### config.mk
export PLATFORM = sky130hd
export DESIGN_NAME = sram_arbiter
export DESIGN_NICKNAME = d
export VERILOG_FILES = /design/src/rtl/sram_arbiter.sv
export SDC_FILE = /design/constraint.sdc
export NUM_CORES = 1
export LEC_CHECK = 0
export ABC_CLOCK_PERIOD_IN_PS = 1850
export CAP_MARGIN = 15
export CELL_PAD_IN_SITES_DETAIL_PLACEMENT = 1
export CELL_PAD_IN_SITES_GLOBAL_PLACEMENT = 1
export CORE_AREA = 2 2 119 121
export DETAILED_ROUTE_END_ITERATION = 8
export DIE_AREA = 0 0 121 123
export PLACE_DENSITY_LB_ADDON = 0.12
export SYNTH_ARGS = -nofsm -noshare
export SYNTH_HDL_FRONTEND = slang
export SYNTH_SLANG_ARGS = --single-unit
### constraint.sdc
create_clock -name clk -period 1.85 [get_ports clk]
set_clock_uncertainty 0.1 [all_clocks]
set_input_delay 0.185 -clock clk [delete_from_list [all_inputs] [get_ports clk]]
set_output_delay 0.185 -clock clk [all_outputs]
set_load 0.01 [all_outputs]
### src/rtl/sram_arbiter.sv
// sram_arbiter: fetch/data arbiter onto one single-port sync SRAM with starvation guard and 1-cycle read routing
module sram_arbiter #(
    parameter int STARVE_MAX = 3
) (
    input  logic        clk,
    input  logic        rst,
    input  logic        i_req,
    input  logic [31:0] i_addr,
    input  logic        i_flush,
    output logic        i_gnt,
    output logic        i_rvalid,
    output logic [31:0] i_rdata,
    input  logic        d_req,
    input  logic [3:0]  d_wen,
    input  logic [31:0] d_addr,
    input  logic [31:0] d_wdata,
    output logic        d_gnt,
    output logic        d_rvalid,
    output logic [31:0] d_rdata,
    output logic        m_en,
    output logic [3:0]  m_wen,
    output logic [31:0] m_addr,
    output logic [31:0] m_wdata,
    input  logic [31:0] m_rdata
);
    localparam int CW = $clog2(STARVE_MAX + 1);
    typedef enum logic [1:0] {OWN_NONE, OWN_I, OWN_D} own_t;
    own_t          own_q, own_d;
    logic [CW-1:0] starve_q, starve_d;
    logic          force_i;
    always_comb begin
        force_i  = starve_q == CW'(STARVE_MAX);
        d_gnt    = !rst && d_req && !(i_req && force_i);
        i_gnt    = !rst && i_req && (!d_req || force_i);
        m_en     = i_gnt | d_gnt;
        m_addr   = d_gnt ? d_addr : i_gnt ? i_addr : '0;
        m_wen    = d_gnt ? d_wen : '0;
        m_wdata  = d_gnt ? d_wdata : '0;
        starve_d = (d_gnt && i_req) ? starve_q + CW'(1) : '0;
        own_d    = (i_gnt && !i_flush) ? OWN_I : (d_gnt && d_wen == 4'b0000) ? OWN_D : OWN_NONE;
        i_rvalid = !rst && own_q == OWN_I && !i_flush;
        d_rvalid = !rst && own_q == OWN_D;
        i_rdata  = m_rdata;
        d_rdata  = m_rdata;
    end
    always_ff @(posedge clk) begin
        if (rst) begin
            starve_q <= '0;
            own_q    <= OWN_NONE;
        end else begin
            starve_q <= starve_d;
            own_q    <= own_d;
        end
    end
endmodule

---- Word-level counts from Yosys, hierarchy flattened ----
Cells that the tools add are included.
cells by class
  eq/ne operators ......................... 3
  muxes and demuxes ....................... 6
  reduce and logical (&&, ||, !) cells .... 19
  add/sub/neg operators ................... 1
  bitwise operators ....................... 2
operator list
  kind                                                 number
  two-way mux 32 bit                                   3
  logical AND 1 bit                                    11
  equality test 2 bit, second input constant           2
  logical NOT 1 bit                                    4
  logical NOT 4 bit                                    1
  two-way mux 4 bit                                    1
  OR reduction 2 bit                                   2
  adder 2 x 1 -> 2 bit, second input constant          1
  equality test 2 x 1 -> 1 bit, second input constant  1
  two-way mux 2 bit                                    1
  logical OR 1 bit                                     1
  two-way mux 1 bit                                    1
  inverter 1 bit                                       1
  bitwise OR 1 bit                                     1
word-level totals
  bits in registers ....................... 4
  logic and storage cells ................. 34

---- Longest topological paths before layout ----
  depth after elaboration ................. 7
  gate-level depth with buffers ........... 5

---- Least setup slack after synthesis ----
OpenSTA, ideal clock, no wires.
  path type ............................... register -> output
  start ................................... reg starve_q[0]
  end ..................................... out m_addr[29]
  setup slack ............................. 0.296 ns
  cell stages (with the launch flop) ...... 6
  buffers on the path ..................... 1
  required time ........................... 1.565 ns
  data arrival time ....................... 1.269 ns
  cell sequence ........................... dfxtp_1 > ha_1 > nor2b_1 > nor3b_4 > buf_4 > a22o_1
on the way
  longest elaborated chain between the ends .. 5
  elaborated cells on any way between the ends .. 8
RTL lines
  what                              RTL line  text
  from (decl)                       29        logic [CW-1:0] starve_q, starve_d;
  from (signal assigned)            51        starve_q <= starve_d;
  equality test 2 bit               32        force_i = starve_q == CW'(STARVE_MAX);
  logical OR 1 bit                  34        i_gnt = !rst && i_req && (!d_req || force_i);
  logical AND 1 bit                 34
  named net i_gnt                   10        output logic i_gnt,
  two-way mux 32 bit (2 in series)  36        m_addr = d_gnt ? d_addr : i_gnt ? i_addr : '0;
  to (decl)                         22        output logic [31:0] m_addr,
The timed path passes the listed nets, and every way through them passes these cells.

---- Final worst setup path ----
  start ................................... reg starve_q[0]
  end ..................................... out m_addr[9]
on the way
  longest elaborated chain between the ends .. 5
  elaborated cells on any way between the ends .. 8
RTL lines
  what                                                     RTL line
  equality test 2 bit (*)                                  32
  logical OR 1 bit or logical AND 1 bit (tied branches)    34, 33
  logical AND 1 bit or logical NOT 1 bit (tied branches)   34, 33
  two-way mux 32 bit or logical AND 1 bit (tied branches)  36, 33
  two-way mux 32 bit (*)                                   36
Every way passes the cells marked *; elsewhere a longest branch is shown, timed or not.

==> impl_summary.txt <==
----------------------------------------------------
[Synthesis]
  Yosys top cell by area ... buf_4
  Synth top area cells ... buf_4 38%, a22o_2 22%, and2_1 17%, dfxtp_1 6.0%, buf_6 5.9%
  Post-synthesis net count ... 298
  Mean instance size in the synthesized netlist ... 8.36 um2
  Sequential element share of the synthesized area ... 0.0599
  Count of different cell masters after synthesis ... 18
  Post-Syn Area ... 1340 um2
  Synthesis Warnings ... 0
  Post-synthesis register bit count ... 4
  Post-synthesis cell count ... 160
  Area fraction of the dominant cell type after synthesis ... 0.376

[Clock tree]
  Number of H-tree branching levels ... 1
  TritonCTS clock tree ... done
  Total number of clock tree sinks ... 4
  Clock root buffer ... clkbuf_16
  Clk pin slew, worst setup/hold paths ... 0.03 ns
  TritonCTS buffer count ... 3
  Number of buffers on the longest clock path ... 2
  Clock latency on the worst-skew pair ... 0.22 ns

[GRT]
  Largest net degree at the start of global routing ... 20
  First-pass GRT wire length ... 9970 um
  Via count of the first global-routing pass ... 1725
  Total routing usage reported by global routing ... 0.0891
  Antenna violations before repair ... 0
  GRT overflow ... 0

[Timing]
  Number of hold-slack violations in the final timing report ... 0
  Highest attainable clock frequency ... 515 MHz
  Worst-case headroom to the max-slew limit ... 0.829
  Worst slew pin tran ... 0.253 ns
  Tmin final ... 1.94 ns
  TNS Setup ... -3.59 ns
  Final Cycle Share ... 1.05
  Minimum setup slack in the final design ... -0.0916 ns
  RSZ-0062 raised after global routing ... true
  Final Max Tran Viols ... 0
  # setup viols final ... 62

[Route]
  Total routed wirelength ... 7410 um
  Number of nets with antenna violations after routing ... 0
  Via count ... 1630
  Total iterations of the first detailed-routing run ... 2
  Post-detailed-route wirelength per cell ... 15.6 um
  Initial detailed-routing violation count ... 28
  Per-cell via count in the routed design ... 3.43
  Remaining routing DRC violations ... 0

[Cells and area]
  Number of nets in the finished design ... 435
  Area growth, synth to finish ... 154%
  Leading cell types in the layout, fill and taps excluded ... 103 x clkdlybuf4s50_1, 58 x buf_6, 20 x and2_4
  Most common cell after layout, fill and taps aside ... clkdlybuf4s50_1
  Share of cells above drive strength 1 ... 0.546
  Number of antenna cells inserted ... 0

[Floorplan]
  Initial standard-cell utilization of the core ... 0.0983
  Die boundary width ... 121 um
  Boundary Pins ... 274
  Chip Height ... 123 um
  Die area ... 14900 um2
  Floorplan Core Area ... 13600 um2
  Number of core rows ... 43

[Place]
  Post-place setup slack ... -0.512 ns
  GP Congestion ... 0.618
  Port buffer count ... 177
  Placed wire-length estimate ... 4860 um

[Pwr]
  Power Density ... 325 nW/um2
  Worst vdd rail ir drop ... 0.000191 V
  Leak Pwr ... 1.51 nW
  Total power consumption of the routed design ... 1.10 mW

[Hold path]
  Class of the tightest hold or removal check ... in2out

[Setup path]
  Highest net fanout along the worst path ... 9
  Critical Path End Type ... output pin
  Kind of launch point of the worst setup path ... flip-flop
  Worst Path Arrival ... 1.66 ns
  Worst path required time ... 1.56 ns
  Type of the worst setup path ... reg2out

[Run]
  Max Cap Viol ... 0

[Run status]
  Status ... finished, violations left
  Violated checks ... negative setup slack

----------------------------------------------------
[per-stage QoR]
| stage | hold WS [ns] | util | cell area [um2] | instances |
|---|---|---|---|---|
| floorplan | 0.275 | - | 1340 | 160 |
| global placement | 0.270 | 0.211 | 2870 | 454 |
| detailed placement | 0.270 | 0.211 | 2870 | 454 |
| CTS | 0.270 | 0.243 | 3310 | 477 |
| global route | 0.270 | 0.249 | 3390 | 475 |
| finish | 0.270 | 0.249 | 3390 | 475 |
[layout make-up]
cell class / count / area (um2)
timing repair buffer: 206 / 2160
fill: 1573 / 10200
multi-input combinational: 82 / 848
tap: 180 / 225
sequential: 4 / 82.6
clock buffer: 3 / 75.1
[path summary, 6_finish.rpt]
check	from	to	slack, ns	cells after the start
worst max-delay path	starve_q[0]	m_addr[9]	-0.09	8
worst min-delay path	m_rdata[21]	d_rdata[21]	0.27	0
worst max register to register	starve_q[0]	own_q[0]	0.34	8
worst min register to register	starve_q[0]	starve_q[0]	0.53	1
[power by group]
group / leakage [nW] / internal [mW] / switching, mW / total, mW
Sequential: 0.0334 / 0.0891 / 0.00158 / 0.0907
Clock: 0.0370 / 0.276 / 0.0582 / 0.334
Combinational: 1.43 / 0.466 / 0.211 / 0.677
[critical path, stage by stage, from the launching register on]
cell	delay (ns)
dfxtp_2	0.35
ha_4	0.15
buf_6	0.10
a21boi_4	0.05
buf_6	0.12
buf_12	0.14
buf_16	0.14
a22o_2	0.26
buf_6	0.12
[per-layer routing]
layer / vias up / part of all wire / GRT usage
met2: 119 / 0.48 / 0.155
li1: 754 / - / -
met1: 733 / 0.37 / 0.0996
met5: - / 0 / 0
met3: 24 / 0.13 / 0.0309
met4: 0 / 0.025 / 0.0363
[synth_stat cells]
master    instances
nor2b_1           1
nor3b_1           1
a22o_2           30
dfxtp_1           4
a22o_1            2
nor3b_4           1
nor4b_1           1
and4b_2           1
and2_1           37
nor2_1            2
and4bb_2          1
nor4_1            1
ha_1              1
buf_4            67
a21boi_4          1
and2b_1           1
nor2b_2           1
buf_6             7
[kinds of logic after synthesis]
| family | share of synthesized area |
|---|---|
| flops | 0.0599 |
| simple gates | 0.244 |
| buf+inv | 0.435 |
| compound gates | 0.252 |
| fa+ha+maj | 0.00935 |
[what timing repair did]
item | 4_1_cts | 5_1_grt
gates resized for setup | 359 | 35
setup endpoints to repair | 73 | 70
hold buffers | 0 | 0
setup buffers | 12 | 2
pin swaps | 8 | 23
gates cloned | 8 | 1
[flip-flops by register name, indices dropped and copies added, names as in the netlist]
name	cells
own_q	2
starve_q	2
Power figures use the tool's default switching activity.
